<file path="config.mk">
export PLATFORM = sky130hd
export DESIGN_NAME = rp_8bit_fetch_trace
export DESIGN_NICKNAME = d
export VERILOG_FILES = /design/src/rtl/rp_8bit_trace_pkg.sv /design/src/rtl/rp_8bit_trace_fifo.sv /design/src/rtl/rp_8bit_fetch_trace.sv
export SDC_FILE = /design/constraint.sdc
export NUM_CORES = 1
export LEC_CHECK = 0
export ABC_AREA = 1
export BUFFER_PORTS_ARGS = -buffer_cell sky130_fd_sc_hd__buf_4
export CAP_MARGIN = 20
export CORE_ASPECT_RATIO = 1.5
export CORE_MARGIN = 2
export CORE_UTILIZATION = 45
export CTS_BUF_LIST = sky130_fd_sc_hd__clkbuf_4
export DETAILED_ROUTE_END_ITERATION = 10
export HOLD_SLACK_MARGIN = 0.06
export PLACE_DENSITY_LB_ADDON = 0.3
export REMOVE_ABC_BUFFERS = 1
export SLEW_MARGIN = 10
export SYNTH_ARGS = -nofsm -noshare
export SYNTH_HDL_FRONTEND = slang
export SYNTH_SLANG_ARGS = --single-unit
export TNS_END_PERCENT = 50
</file>
<file path="constraint.sdc">
create_clock -name clk -period 11.5 [get_ports clk]
set_clock_uncertainty 0.2 [all_clocks]
set_input_delay 1.15 -clock clk [delete_from_list [all_inputs] [get_ports clk]]
set_output_delay 1.15 -clock clk [all_outputs]
set_load 0.005 [all_outputs]
</file>
<file path="src/rtl/rp_8bit_trace_pkg.sv">
// Shared types and helpers for the rp_8bit fetch trace assembler.
package rp_8bit_trace_pkg;

  // Program word address width of the rp_8bit core.
  localparam int PAW = 22;

  // One assembled instruction as delivered to the logger.
  typedef struct packed {
    logic [PAW-1:0] adr;   // word address of the first word
    logic [31:0]    code;  // [15:0] first word, [31:16] second word
    logic           len;   // 0 = one word, 1 = two words
  } trace_t;

  typedef enum logic {
    ST_FIRST  = 1'b0,
    ST_SECOND = 1'b1
  } trace_state_e;

  // lds/sts: 1001_00??_????_0000; jmp/call: 1001_010?_????_11??.
  function automatic logic is_two_word(bit [15:0] w);
    logic lds_sts;
    logic jmp_call;
    lds_sts  = (w[15:10] == 6'b100100) && (w[3:0] == 4'b0000);
    jmp_call = (w[15:9] == 7'b1001010) && (w[3:2] == 2'b11);
    return lds_sts || jmp_call;
  endfunction

endpackage

</file>
<file path="src/rtl/rp_8bit_trace_fifo.sv">
// Small synchronous FIFO of trace_t entries. A push while full is
// accepted only when a pop happens in the same cycle.
module rp_8bit_trace_fifo
  import rp_8bit_trace_pkg::*;
#(
  parameter int DEPTH = 4
) (
  input  logic   clk,
  input  logic   rst_n,
  input  logic   push_i,
  input  trace_t data_i,
  input  logic   pop_i,
  output trace_t data_o,
  output logic   full_o,
  output logic   empty_o
);

  localparam int AW = $clog2(DEPTH);

  logic [AW:0] wr_ptr_q, wr_ptr_d;
  logic [AW:0] rd_ptr_q, rd_ptr_d;
  trace_t      mem_q [DEPTH];
  logic        do_push;
  logic        do_pop;

  assign empty_o = (wr_ptr_q == rd_ptr_q);
  assign full_o  = (wr_ptr_q[AW] != rd_ptr_q[AW]) &&
                   (wr_ptr_q[AW-1:0] == rd_ptr_q[AW-1:0]);
  assign do_pop  = pop_i && !empty_o;
  assign do_push = push_i && (!full_o || do_pop);

  // Head is forced to zero when empty so stale storage never shows.
  assign data_o = empty_o ? '0 : mem_q[rd_ptr_q[AW-1:0]];

  // Pointer next-state.
  always_comb begin
    wr_ptr_d = wr_ptr_q;
    rd_ptr_d = rd_ptr_q;
    if (do_push) wr_ptr_d = wr_ptr_q + {{AW{1'b0}}, 1'b1};
    if (do_pop)  rd_ptr_d = rd_ptr_q + {{AW{1'b0}}, 1'b1};
  end

  // Pointer registers with synchronous active-low reset.
  always_ff @(posedge clk) begin
    if (!rst_n) begin
      wr_ptr_q <= '0;
      rd_ptr_q <= '0;
    end else begin
      wr_ptr_q <= wr_ptr_d;
      rd_ptr_q <= rd_ptr_d;
    end
  end

  // Entry storage; contents are don't-care until pushed.
  always_ff @(posedge clk) begin
    if (do_push) mem_q[wr_ptr_q[AW-1:0]] <= data_i;
  end

endmodule

</file>
<file path="src/rtl/rp_8bit_fetch_trace.sv">
// Groups snooped fetch words into whole rp_8bit instructions and queues
// them, tagged with their address, for the disassembler/logger stage.
module rp_8bit_fetch_trace
  import rp_8bit_trace_pkg::*;
#(
  parameter int PAW   = rp_8bit_trace_pkg::PAW,
  parameter int DEPTH = 4
) (
  input  logic           clk,
  input  logic           rst_n,
  input  logic           bus_vld,
  input  logic [PAW-1:0] bus_adr,
  input  logic [15:0]    bus_rdt,
  input  logic           flush,
  output logic           out_vld,
  input  logic           out_rdy,
  output logic [PAW-1:0] out_adr,
  output logic [31:0]    out_code,
  output logic           out_len,
  output logic           ovf,
  output logic           err_seq
);

  localparam logic [PAW-1:0] ONE = {{(PAW-1){1'b0}}, 1'b1};

  trace_state_e   state_q, state_d;
  trace_state_e   eff_state;
  logic [PAW-1:0] cap_adr_q, cap_adr_d;
  logic [15:0]    cap_word_q, cap_word_d;
  logic           ovf_q, ovf_d;
  logic           err_q, err_d;
  logic           push;
  trace_t         push_data;
  trace_t         head;
  logic           fifo_full;
  logic           fifo_empty;
  logic           pop;

  assign pop = !fifo_empty && out_rdy;

  // Pairing FSM: a flush cancels any partial before this cycle's word is
  // looked at, so the word is then treated as a fresh first word.
  always_comb begin
    state_d    = state_q;
    cap_adr_d  = cap_adr_q;
    cap_word_d = cap_word_q;
    err_d      = err_q;
    push       = 1'b0;
    push_data  = '0;
    eff_state  = flush ? ST_FIRST : state_q;
    if (flush) state_d = ST_FIRST;
    if (bus_vld) begin
      if (eff_state == ST_SECOND && bus_adr == cap_adr_q + ONE) begin
        push           = 1'b1;
        push_data.adr  = cap_adr_q;
        push_data.code = {bus_rdt, cap_word_q};
        push_data.len  = 1'b1;
        state_d        = ST_FIRST;
      end else begin
        if (eff_state == ST_SECOND) err_d = 1'b1;
        if (is_two_word(bus_rdt)) begin
          cap_adr_d  = bus_adr;
          cap_word_d = bus_rdt;
          state_d    = ST_SECOND;
        end else begin
          push           = 1'b1;
          push_data.adr  = bus_adr;
          push_data.code = {16'h0000, bus_rdt};
          push_data.len  = 1'b0;
          state_d        = ST_FIRST;
        end
      end
    end
    ovf_d = ovf_q || (push && fifo_full && !pop);
  end

  // FSM, capture and sticky flag registers.
  always_ff @(posedge clk) begin
    if (!rst_n) begin
      state_q    <= ST_FIRST;
      cap_adr_q  <= '0;
      cap_word_q <= '0;
      ovf_q      <= 1'b0;
      err_q      <= 1'b0;
    end else begin
      state_q    <= state_d;
      cap_adr_q  <= cap_adr_d;
      cap_word_q <= cap_word_d;
      ovf_q      <= ovf_d;
      err_q      <= err_d;
    end
  end

  rp_8bit_trace_fifo #(
    .DEPTH (DEPTH)
  ) u_fifo (
    .clk     (clk),
    .rst_n   (rst_n),
    .push_i  (push),
    .data_i  (push_data),
    .pop_i   (pop),
    .data_o  (head),
    .full_o  (fifo_full),
    .empty_o (fifo_empty)
  );

  assign out_vld  = !fifo_empty;
  assign out_adr  = head.adr;
  assign out_code = head.code;
  assign out_len  = head.len;
  assign ovf      = ovf_q;
  assign err_seq  = err_q;

endmodule

</file>
After elaboration in Yosys (flattened, before gate mapping)
Memory sizes are Yosys's and may differ from the RTL's. A register that Yosys moved wholly into a read port is not among the register bits.
Index checks and enable logic that the tools add are counted.
{ "word_totals": {"wordCells": 52, "memories": 1, "ramBits": 220, "regBits": 47} }
{ "op_classes": {"n_bitwise": 1, "reduce_logical": 18, "addsub": 3, "muxes": 15, "n_eq_ne": 7} }
{ "memory_table": {"columns": ["memory", "depth", "word_bits", "read_ports", "rd_ports_with_merged_regs", "wr", "line", "rtl"], "rows": [
  ["u_fifo.mem_q", 4, 55, 1, 1, 1, "rp_8bit_trace_fifo.sv:22", "trace_t mem_q [DEPTH];"]
]} }
{ "ops": {"columns": ["op", "count"], "rows": [
  ["55-bit two-way mux", 4],
  ["22-bit by 1-bit adder with 22-bit output (second input constant)", 1],
  ["22-bit == test", 1],
  ["1-bit logical AND", 9],
  ["1-bit two-way mux", 9],
  ["7-bit == test (second input constant)", 1],
  ["3-bit by 1-bit adder with 3-bit output (second input constant)", 2],
  ["6-bit == test (second input constant)", 1],
  ["3-bit AND reduction", 2],
  ["4-bit logical NOT", 1],
  ["2-bit two-way mux", 2],
  ["3-bit == test", 1],
  ["1-bit logical NOT", 3],
  ["1-bit logical OR", 3],
  ["2-bit == test", 1],
  ["2-bit == test (second input constant)", 1],
  ["1-bit != test", 1],
  ["1-bit NOT", 1]
]} }

Depth between registers and ports, before layout
Gate-level depths: netlist of the first run.
{ "depth": {"ltp_word": 9, "ltp_mapped": 16, "ltp_nobuf": 16} }

Modules after synthesis
From an unflattened synthesis of the first run, not the netlist that was laid out.
{ "hier_totals": {"cells_unflattened": 1265, "area_unflattened_um2": 12535.8} }
{ "modules_own_cells": {"columns": ["mod", "cells_each", "seq_area_each_um2", "instances", "area_per_inst_um2"], "rows": [
  ["rp_8bit_trace_fifo", 714, 6766.5, 1, 9118.7],
  ["rp_8bit_fetch_trace", 551, 820.8, 1, 3417.0]
]} }

Least setup slack after synthesis of the first run
OpenSTA, ideal clock, no wires.
{ "synth_path": {"path_type": "input port to flip-flop", "start": "input flush", "end": "memory u_fifo.mem_q[0][0] in the netlist's numbering (enable)", "cell_stages": 10, "arrival_ps": 4720, "slack_ps": 6112, "setup_time_ps": 468, "t_required_ps": 10832, "path_cell_list": "or2_2 > nor3_1 > nand3_1 > nor2_1 > nand2_1 > nor2_2 > nand2_4 > nand2_1 > nand3_1 > nor2_1"} }
{ "synth_via": {"elab_chain_len": 7} }
{ "synth_lines": {"columns": ["element", "line", "rtl"], "rows": [
  ["from (decl)", "rp_8bit_fetch_trace.sv:14", "input logic flush,"],
  ["1-bit two-way mux", null, null],
  ["1-bit logical AND", "rp_8bit_fetch_trace.sv:53", "if (eff_state == ST_SECOND && bus_adr == cap_adr_q + ONE) begin"],
  ["1-bit two-way mux", "rp_8bit_fetch_trace.sv:53", null],
  ["1-bit two-way mux", "rp_8bit_fetch_trace.sv:52", "if (bus_vld) begin"],
  ["1-bit logical AND", "rp_8bit_trace_fifo.sv:30", "assign do_push = push_i && (!full_o || do_pop);"],
  ["1-bit two-way mux", "rp_8bit_trace_fifo.sv:56", "if (do_push) mem_q[wr_ptr_q[AW-1:0]] <= data_i;"],
  ["1-bit two-way mux (implied by the code)", "rp_8bit_trace_fifo.sv:56", null],
  ["to (decl)", "rp_8bit_trace_fifo.sv:22", null]
]} }
No other way between the ends.

==> results.py, run 1 <==
metrics = {
    "clock_tree": {
        "cts_buffers": 59,
        "clock_sinks": 269,
        "cts_htree_levels": 2,
        "cts.path.max_buffers": 3,
        "cts_hold_buffers": 0,
        "cts_tree": "done",
        "clk_pin_slew_worst_paths_ps": 80,
        "clk_latency_ps": 700,
        "cts_resized": 0,
        "post-cts-setup-buffer-count": 0,
        "cts-root-buf": "clkbuf_4",
    },
    "sta": {
        "min_period_ps": 4570,
        "finalHoldViolations": 0,
        "rsz0062_at_grt": "no",
        "drv_slew": 0,
        "slew_headroom_pct": 28.6,
        "setup_violations": 0,
        "fin_crit_sh_pct": 39.8,
        "tightest_slew_ps": 1070,
        "max_freq_ghz": 0.219,
        "setup_tns_ps": 0,
        "final.setup.worst_slack_ps": 6930,
    },
    "status": {
        "status": "completed",
    },
    "setup_path": {
        "crit_fanout": 64,
        "crit_required_ps": 10150,
        "endpoint_kind": "output pin",
        "reg2reg_depth": 14,
        "r2r_start": "cap_adr_q[0]$_SDFFE_PN0P_",
        "r2r-end": "u_fifo.mem_q[2][2]$_DFFE_PP_",
        "worst-setup-path-type": "flip-flop to output pin",
        "cp.arrival_ps": 3220,
        "reg2reg_setup_slack_ps": 7640,
        "start_kind": "flip-flop",
    },
    "global_route": {
        "antenna_found_initial": 1,
        "track_usage_pct": 20.0,
        "grt_pass1_vias": 8929,
        "grt_max_degree": 96,
        "overflow": 0,
        "grt_pass1_wl_mm": 45.4,
    },
    "drt": {
        "initialDrtViolationCount": 582,
        "vias": 9174,
        "wl_per_cell_um": 16.5,
        "wl_mm": 28.8,
        "dr.pass1.iters": 5,
        "drtAntennaViolNets": 0,
        "vias_per_cell": 5.26,
        "route.detailed.drc": 0,
    },
    "pwr": {
        "power_frac_seq_pct": 48.1,
        "leakage_nw": 5.66,
        "clkPwrFrac_pct": 31.6,
        "switching_share_pct": 28.4,
        "power_density_nw_per_um2": 165,
        "p_switching_mw": 0.657,
        "comb_power_share_pct": 20.3,
        "p_int_mw": 1.66,
        "irDropWorstVdd_v": 0.0000825,
    },
    "layout": {
        "area_growth_pct": 14.2,
        "drive_gt1_share_pct": 18.3,
        "fin_nets": 1399,
    },
    "synth": {
        "async_flop_share_pct": 0,
        "ys_seq_area_share_pct": 61.5,
        "yosysMostFrequentCell": "edfxtp_1",
        "syn_area_per_cell_um2": 9.92,
        "synth_ff_type": "edfxtp_1",
        "synth_common_cells": "edfxtp_1, nor2_1, nand2_1",
        "yosys_warnings": 0,
        "synth.distinct_cells": 39,
        "synth_top_area_cell": "edfxtp_1",
        "synth_seq_cells": 269,
        "mappedNetlistArea_um2": 12300,
        "synth-edff-count": 220,
        "synthCells": 1244,
        "ys_top_cells_by_area": "edfxtp_1, dfxtp_1, nor2_1",
        "yosysTopAreaCellShare_pct": 53.6,
    },
    "min_path": {
        "min_to": "cap_word_q[11]$_SDFFE_PN0P_",
        "min_path_cells": 2,
        "hp-start": "cap_word_q[11]$_SDFFE_PN0P_",
        "holdCritPathClass": "flip-flop to flip-flop",
    },
    "floorplanning": {
        "initial_core_util_pct": 45.5,
        "die-area_um2": 28800,
        "io_pins": 101,
        "rows": 74,
        "die_h_um": 207,
        "core_region_area_um2": 27100,
        "die_w_um": 139,
    },
    "placed_design": {
        "gp_congestion": 0.904,
        "post-place-ws_ps": 7170,
        "portBuffers": 100,
        "dp_hpwl_mm": 17.5,
    },
    "run": {
        "cap_violations": 0,
    },
}
==> placed cells by master, fill, tap and decap left out, types with 5 or more instances in the layout <==
master    count
a21oi_1      44
buf_4       111
clkbuf_4     87
clkinv_1     19
clkinv_2      6
dfxtp_1      47
edfxtp_1    220
ha_1          6
inv_1       150
nand2_1     202
nand3_1      32
nand3b_1      6
nand4_1       5
nor2_1      215
nor2_2        7
nor2_4        8
nor3_1        6
o21ai_0      75
o21ai_1      15
o22ai_1      21
o22ai_2      17
o32ai_1      55
xnor2_1      10
xor2_1        8
==> worst max-delay path by stage <==
stage	end	slack, ps	depth (start not counted)
after global routing	out_adr[11]	6580	7
after global placement	u_fifo.mem_q[3][26]$_DFFE_PP_	7200	12
after floorplan	out_adr[0]	5930	5
after CTS	out_adr[8]	6800	7
after detailed placement	u_fifo.mem_q[2][19]$_DFFE_PP_	7170	12
final	out_adr[8]	6930	7
==> flip-flops by register name, summed over array words and instances, names as in the netlist, named ones only <==
name / flops
u_fifo.wr_ptr_q: 3
err_seq: 1
ovf: 1
u_fifo.mem_q: 220
cap_adr_q: 22
cap_word_q: 16
u_fifo.rd_ptr_q: 3
state_q: 1
==> logic make-up after synthesis <==
kind of cell / after synthesis / share of synthesized area [%]
AOI/OAI and AO/OA: 234 / 12.6
xor gates and xnor gates: 18 / 1.28
adders and majority gates: 6 / 0.609
buffers and inverters: 221 / 7.38
DFF: 269 / 61.5
and+or+nand+nor: 496 / 16.6
==> power groups by stage <==
stage	sequential [mW]	combinational (mW)	clock [mW]
5_1_grt	1.12	0.531	0.800
4_1_cts	1.12	0.481	0.754
6_report	1.12	0.470	0.732
2_1_floorplan	1.15	0.242	0
3_3_place_gp	1.14	0.474	0
3_5_place_dp	1.14	0.479	0
==> metrics by stage <==
stage / area, µm² / power, mW / cells / hold WS, ps / util, %
final: 14100 / 2.32 / 1743 / 252 / 51.9
after global routing: 14100 / 2.45 / 1743 / 266 / 51.9
after CTS: 14100 / 2.35 / 1742 / 249 / 51.9
after detailed placement: 13300 / 1.62 / 1631 / 237 / 49.1
after global placement: 13300 / 1.61 / 1631 / 235 / 49.1
after floorplan: 12000 / 1.39 / 1178 / 224 / -
==> layer usage <==
layer	track usage, %	up-vias	wire length, µm
met4	10.9	0	1060
li1	-	4484	-
met5	0	-	0
met3	3.44	64	1340
met2	36.3	261	15000
met1	22.5	4365	11400
==> critical path, cell delays in order (launching register included) <==
cell,delay (ps)
dfxtp_4,630
clkinv_2,650
buf_4,560
nor2_1,180
o32ai_1,100
nand2_1,170
inv_1,60
buf_4,130
==> final cells by class <==
| type | count | area, µm² |
|---|---|---|
| Timing Repair Buffer | 111 | 833 |
| Tap cell | 342 | 428 |
| Inverter | 155 | 583 |
| Clock inverter | 24 | 123 |
| Fill cell | 2476 | 13000 |
| Sequential cell | 269 | 7590 |
| Clock buffer | 87 | 653 |
| Multi-Input combinational cell | 754 | 3870 |
| Antenna cell | 1 | 2.50 |
Power figures use the tool's default switching activity.
==> run 2: changes to the inputs <==
Clock period 11.5 ns to 4.31 ns, I/O delays scaled along.
==> run 2 against run 1 <==
  * Sequential share of layout area fell by 3.6 points
  * Via count is 3.7% higher
  * Core utilization rose by 3.7 points
  * Sequential power rose to 2.7 times the previous value
  * Critical path depth is 7 higher
  * Global-route usage up 0.87 points
  * Final cell count increased by 4.5%
  * Design area rose by 7.1%
  * Register-to-register slack worse by 7000 ps
  * Total power rose to 2.8 times the previous value
  * Wire length increased by 4.6%
  * Highest routed layer unchanged
==> results.py, run 2 (synthesis gave the netlist of run 1 again) <==
metrics = {
    "clock_tree": {
        "clk_pin_slew_worst_paths_ps": 70,
        "cts_tree": "done",
        "clock_sinks": 269,
        "cts_buffers": 59,
        "clk_latency_ps": 700,
        "cts_htree_levels": 2,
        "cts-root-buf": "clkbuf_4",
        "cts.path.max_buffers": 3,
        "post-cts-setup-buffer-count": 0,
    },
    "placed_design": {
        "dp.cells": 1637,
        "post-place-ws_ps": 730,
        "gp_congestion": 0.930,
        "portBuffers": 100,
        "dp_hpwl_mm": 18.6,
    },
    "setup_path": {
        "crit_fanout": 21,
        "start_kind": "flip-flop",
        "cpMostUsedCell": "nand2_1",
        "cpPeakStageDelay_ps": 520,
        "cp_top_family": "simple AND/OR/NAND/NOR gates",
        "cp_cell_sequence": "ha_1 -> nand2_1 -> nor2_4 -> nand3_1 -> o21bai_1 -> nand2_1 -> nor2_1 -> nand2_1 -> nor2_4 -> nand2_4 -> nand2_1 -> nand3_1 -> nor2_4 -> buf_12",
        "worst-setup-path-type": "flip-flop to flip-flop",
        "cp.arrival_ps": 3780,
        "path_buf_inv": 1,
        "endpoint_kind": "flip-flop",
        "crit_required_ps": 4470,
        "critPathSlowestCell": "nor2_4",
    },
    "drt": {
        "met2_length_mm": 16.0,
        "vias": 9509,
        "dr_wl_met3_mm": 1.27,
        "vias_per_cell": 5.22,
        "route.detailed.drc": 0,
        "wl_met1_mm": 11.8,
        "dr.pass1.iters": 5,
        "initialDrtViolationCount": 679,
        "drtAntennaViolNets": 0,
        "wl_per_cell_um": 16.6,
        "top_layer_used": "met4",
        "wl_mm": 30.2,
    },
    "floorplanning": {
        "die_w_um": 139,
        "rows": 74,
        "die-area_um2": 28800,
        "core_region_area_um2": 27100,
        "die_h_um": 207,
        "io_pins": 101,
        "initial_core_util_pct": 45.5,
    },
    "layout": {
        "largest_reg_flops": 220,
        "fin_nets": 1477,
        "seqCellArea_um2": 7590,
        "area_growth_pct": 22.3,
        "final_cell_mix": "edfxtp_1, nor2_1, nand2_1, inv_1, buf_4",
        "fill_cells": 2381,
        "multi_input_area_um2": 3870,
        "drive_gt1_share_pct": 17.8,
        "layout.cells.non_filler": 1821,
        "final_common_cell": "edfxtp_1",
        "fin_util_pct": 55.6,
    },
    "sta": {
        "tightest_slew_ps": 957,
        "max_freq_ghz": 0.276,
        "setup_violations": 0,
        "min_period_ps": 3620,
        "rsz0062_at_grt": "no",
        "fin_crit_sh_pct": 84.1,
        "final.setup.worst_slack_ps": 686,
        "drv_slew": 0,
        "finalHoldViolations": 0,
        "slew_headroom_pct": 36.2,
    },
    "pwr": {
        "p_int_mw": 4.77,
        "switching_share_pct": 27.3,
        "comb_power_share_pct": 20.3,
        "clkPwrFrac_pct": 34.1,
        "p_switching_mw": 1.79,
        "power_density_nw_per_um2": 435,
        "irDropWorstVdd_v": 0.000183,
        "leakage_nw": 6.08,
        "power_frac_seq_pct": 45.6,
    },
    "global_route": {
        "antenna_found_initial": 1,
        "overflow": 0,
        "track_usage_pct": 20.9,
        "grt_max_degree": 79,
        "grt_pass1_vias": 9315,
        "grt_pass1_wl_mm": 47.5,
    },
    "min_path": {
        "holdCritPathClass": "flip-flop to flip-flop",
    },
    "run": {
        "cap_violations": 0,
    },
    "status": {
        "status": "completed",
    },
}
run 2: final cells by class:
class                      instances  share of cell area, %
sequential                       269                   50.3
antenna                            1                 0.0166
multi-input combinational        754                   25.7
clock inverter                    27                   1.77
inverter                         155                   3.86
clock buffer                      84                   4.18
timing repair buffer             189                   11.3
tap                              342                   2.84
run 2: timing repair:
item	in CTS	in global routing
endpoints found under the hold margin	260	0
hold buffers	72	0
resized for setup	0	0
run 2: tightest hold or removal path: stages, from the launching register on:
cell and delay (ps):
dfxtp_1 300, inv_1 60, nor3_1 50
run 2: power groups by stage:
stage	Combinational, mW	Clock (mW)	Sequential, mW
floorplan	0.645	0	3.07
global placement	1.28	0	3.05
finish	1.33	2.24	3.00
global route	1.49	2.41	3.01
CTS	1.36	2.30	3.00
detailed placement	1.30	0	3.05
run 2: per-stage QoR:
step | hold slack, ps | instance area (µm²) | total power [mW] | TNS (ps)
2_1_floorplan | 224 | 12000 | 3.71 | -124580
3_3_place_gp | 237 | 13500 | 4.33 | 0
3_5_place_dp | 242 | 13500 | 4.35 | 0
4_1_cts | 252 | 15100 | 6.65 | 0
5_1_grt | 276 | 15100 | 6.91 | 0
6_report | 246 | 15100 | 6.57 | 0
run 2: worst paths after layout:
| kind | start | end | slack (ps) | depth (start not counted) |
|---|---|---|---|---|
| setup / recovery | cap_adr_q[1]$_SDFFE_PN0P_ | u_fifo.mem_q[0][26]$_DFFE_PP_ | 690 | 14 |
| hold / removal | cap_word_q[14]$_SDFFE_PN0P_ | cap_word_q[14]$_SDFFE_PN0P_ | 250 | 2 |
| setup reg to reg | cap_adr_q[1]$_SDFFE_PN0P_ | u_fifo.mem_q[0][26]$_DFFE_PP_ | 690 | 14 |
| hold reg to reg | cap_word_q[14]$_SDFFE_PN0P_ | cap_word_q[14]$_SDFFE_PN0P_ | 250 | 2 |
run 2: metal layers:
| layer | vias up | global-route usage (%) |
|---|---|---|
| met2 | 253 | 38.9 |
| met4 | 0 | 9.78 |
| met5 | - | 0 |
| li1 | 4639 | - |
| met1 | 4552 | 23.6 |
| met3 | 65 | 3.16 |
==> run 3: changes to the inputs <==
Settings changed: ABC_AREA 1 to 0.
Clock period 4.31 ns to 3.3 ns, I/O delays scaled along.
==> run 3 against run 2 <==
  * Sequential share of layout area grew 0.70 points
  * Die area shrank 4.8%
  * Flip-flop and latch count stayed put
  * Core utilization grew 2.5 points
  * Critical path type unchanged
  * Critical endpoint is now u_fifo.mem_q[0][31]$_DFFE_PP_
==> results.py, run 3 <==
metrics = {
    "status": {
        "status": "completed",
    },
    "clock_tree": {
        "cts.path.max_buffers": 3,
        "cts_buffers": 59,
        "clock_sinks": 269,
        "cts-root-buf": "clkbuf_4",
        "clk_latency_ps": 700,
        "cts_tree": "done",
        "clk_pin_slew_worst_paths_ps": 70,
        "cts_htree_levels": 2,
    },
    "drt": {
        "wl_mm": 26.4,
        "wl_met1_mm": 10.2,
        "route.detailed.drc": 0,
        "drtAntennaViolNets": 0,
        "wl_per_cell_um": 19.3,
        "dr_wl_met3_mm": 1.13,
        "dr.pass1.iters": 4,
        "vias_per_cell": 5.29,
        "met2_length_mm": 14.2,
        "vias": 7217,
        "top_layer_used": "met4",
        "initialDrtViolationCount": 347,
    },
    "layout": {
        "layout.cells.non_filler": 1365,
        "final_common_cell": "edfxtp_1",
        "final_cell_mix": "edfxtp_1, buf_4, clkbuf_4, nand2_1, nor2b_1",
        "largest_reg_flops": 220,
        "drive_gt1_share_pct": 34.4,
        "area_growth_pct": 27.1,
        "fin_nets": 1033,
    },
    "synth": {
        "synth-edff-count": 220,
        "synth_top_area_cell": "edfxtp_1",
        "synth.distinct_cells": 64,
        "async_flop_share_pct": 0,
        "synthCells": 751,
        "yosys_warnings": 0,
        "syn_area_per_cell_um2": 15.6,
        "synth_seq_cells": 269,
        "mappedNetlistArea_um2": 11700,
        "yosysMostFrequentCell": "edfxtp_1",
        "ys_top_cells_by_area": "edfxtp_1, mux4_2, dfxtp_1",
        "synth_common_cells": "edfxtp_1, nand2_1, nor2b_1",
        "yosysTopAreaCellShare_pct": 56.3,
        "synth_ff_type": "edfxtp_1",
        "ys_seq_area_share_pct": 64.7,
    },
    "floorplanning": {
        "core_region_area_um2": 25700,
        "die-area_um2": 27400,
        "die_h_um": 202,
        "rows": 72,
        "die_w_um": 136,
        "io_pins": 101,
        "initial_core_util_pct": 45.7,
    },
    "placed_design": {
        "post-place-ws_ps": -185,
        "gp_congestion": 0.849,
        "dp_hpwl_mm": 16.7,
        "portBuffers": 100,
        "dp.cells": 1191,
    },
    "sta": {
        "setup_violations": 0,
        "tightest_slew_ps": 860,
        "max_freq_ghz": 0.308,
        "rsz0062_at_grt": "yes",
        "min_period_ps": 3250,
        "setup_tns_ps": 0,
        "final.setup.worst_slack_ps": 49.8,
        "finalHoldViolations": 0,
        "drv_slew": 0,
        "slew_headroom_pct": 42.7,
        "fin_crit_sh_pct": 98.5,
    },
    "setup_path": {
        "start_kind": "flip-flop",
        "cp.arrival_ps": 3410,
        "endpoint_kind": "flip-flop",
        "crit_fanout": 15,
        "cp_cell_sequence": "nand4_1 -> or4_4 -> a2bb2oi_2 -> nand3_1 -> or4_4 -> nand2b_4 -> a21oi_4 -> and2_4 -> buf_12 -> buf_12",
        "critPathSlowestCell": "or4_4",
        "crit_required_ps": 3460,
        "worst-setup-path-type": "flip-flop to flip-flop",
        "cpPeakStageDelay_ps": 560,
    },
    "global_route": {
        "grt_pass1_vias": 7572,
        "overflow": 0,
        "antenna_found_initial": 1,
        "track_usage_pct": 19.0,
        "grt_pass1_wl_mm": 39.6,
        "grt_max_degree": 82,
    },
    "pwr": {
        "power_density_nw_per_um2": 537,
        "leakage_nw": 5.62,
        "irDropWorstVdd_v": 0.000232,
    },
    "run": {
        "cap_violations": 0,
    },
    "min_path": {
        "holdCritPathClass": "flip-flop to flip-flop",
    },
}
run 3: changes by cell type after synthesis, sizes merged, moves of 40 or more:
cell,change
nand2,-128
o21ai,-85
mux2i,+40
a21oi,-41
inv,-147
mux4,+55
o32ai,-54
nor2b,+62
nor2,-223
run 3: final timing paths:
kind | cells past startpoint | slack (ps) | startpoint | end
hold / removal | 2 | 250 | cap_word_q[15]$_SDFFE_PN0P_ | cap_word_q[15]$_SDFFE_PN0P_
setup / recovery | 10 | 50 | cap_adr_q[1]$_SDFFE_PN0P_ | u_fifo.mem_q[0][31]$_DFFE_PP_
setup reg to reg | 10 | 50 | cap_adr_q[1]$_SDFFE_PN0P_ | u_fifo.mem_q[0][31]$_DFFE_PP_
hold reg to reg | 2 | 250 | cap_word_q[15]$_SDFFE_PN0P_ | cap_word_q[15]$_SDFFE_PN0P_
run 3: logic make-up after synthesis:
group	after synthesis	synth area share, %
simple gates	223	10.6
buf+inv	55	2.43
fa+ha+maj	6	0.640
flops	269	64.7
compound gates	72	5.12
mux	95	14.0
xor+xnor	31	2.56
run 3: worst max-delay path, delay by kind of cell, from the launching register on:
family / cells / cell delay (ps)
buf+inv: 2 / 260
compound gates: 2 / 330
flops: 1 / 370
simple gates: 6 / 1770
run 3: metal layers:
metal	GRT usage, %	vias up
met5	0	-
met2	34.9	191
met3	3.43	46
met4	7.66	0
li1	-	3395
met1	21.4	3585
run 3: power by group:
part / internal, mW / switching (mW) / total (mW)
logic: 0.916 / 0.734 / 1.65
clock network: 1.30 / 1.20 / 2.50
registers: 3.81 / 0.0516 / 3.86
run 3: metrics by stage:
stage                     area, µm²  hold slack, ps  total power [mW]  util (%)
after global placement        13300             232              5.50      51.6
after global routing          14900             252              8.40      58.1
after detailed placement      13300             241              5.51      51.6
final                         14900             250              8.01      58.1
after floorplan               11500             224              4.80         -
after CTS                     14700             236              8.10      57.1
run 3: what timing repair did:
action,4_1_cts,5_1_grt
endpoints found under the setup margin,364,404
hold endpoints to repair,266,0
setup buffers,1,3
gates cloned,1,5
gates resized for setup,10,24
hold buffers,55,0
pin swaps,5,6
run 3: area by class of cell:
class | count | area (µm²)
Antenna cell | 1 | 2.50
Clock buffer | 95 | 713
Clock inverter | 13 | 51.3
Fill cell | 2045 | 10800
Inverter | 6 | 22.5
Multi-Input combinational cell | 427 | 3980
Sequential cell | 269 | 7610
Tap cell | 333 | 417
Timing Repair Buffer | 221 | 2120
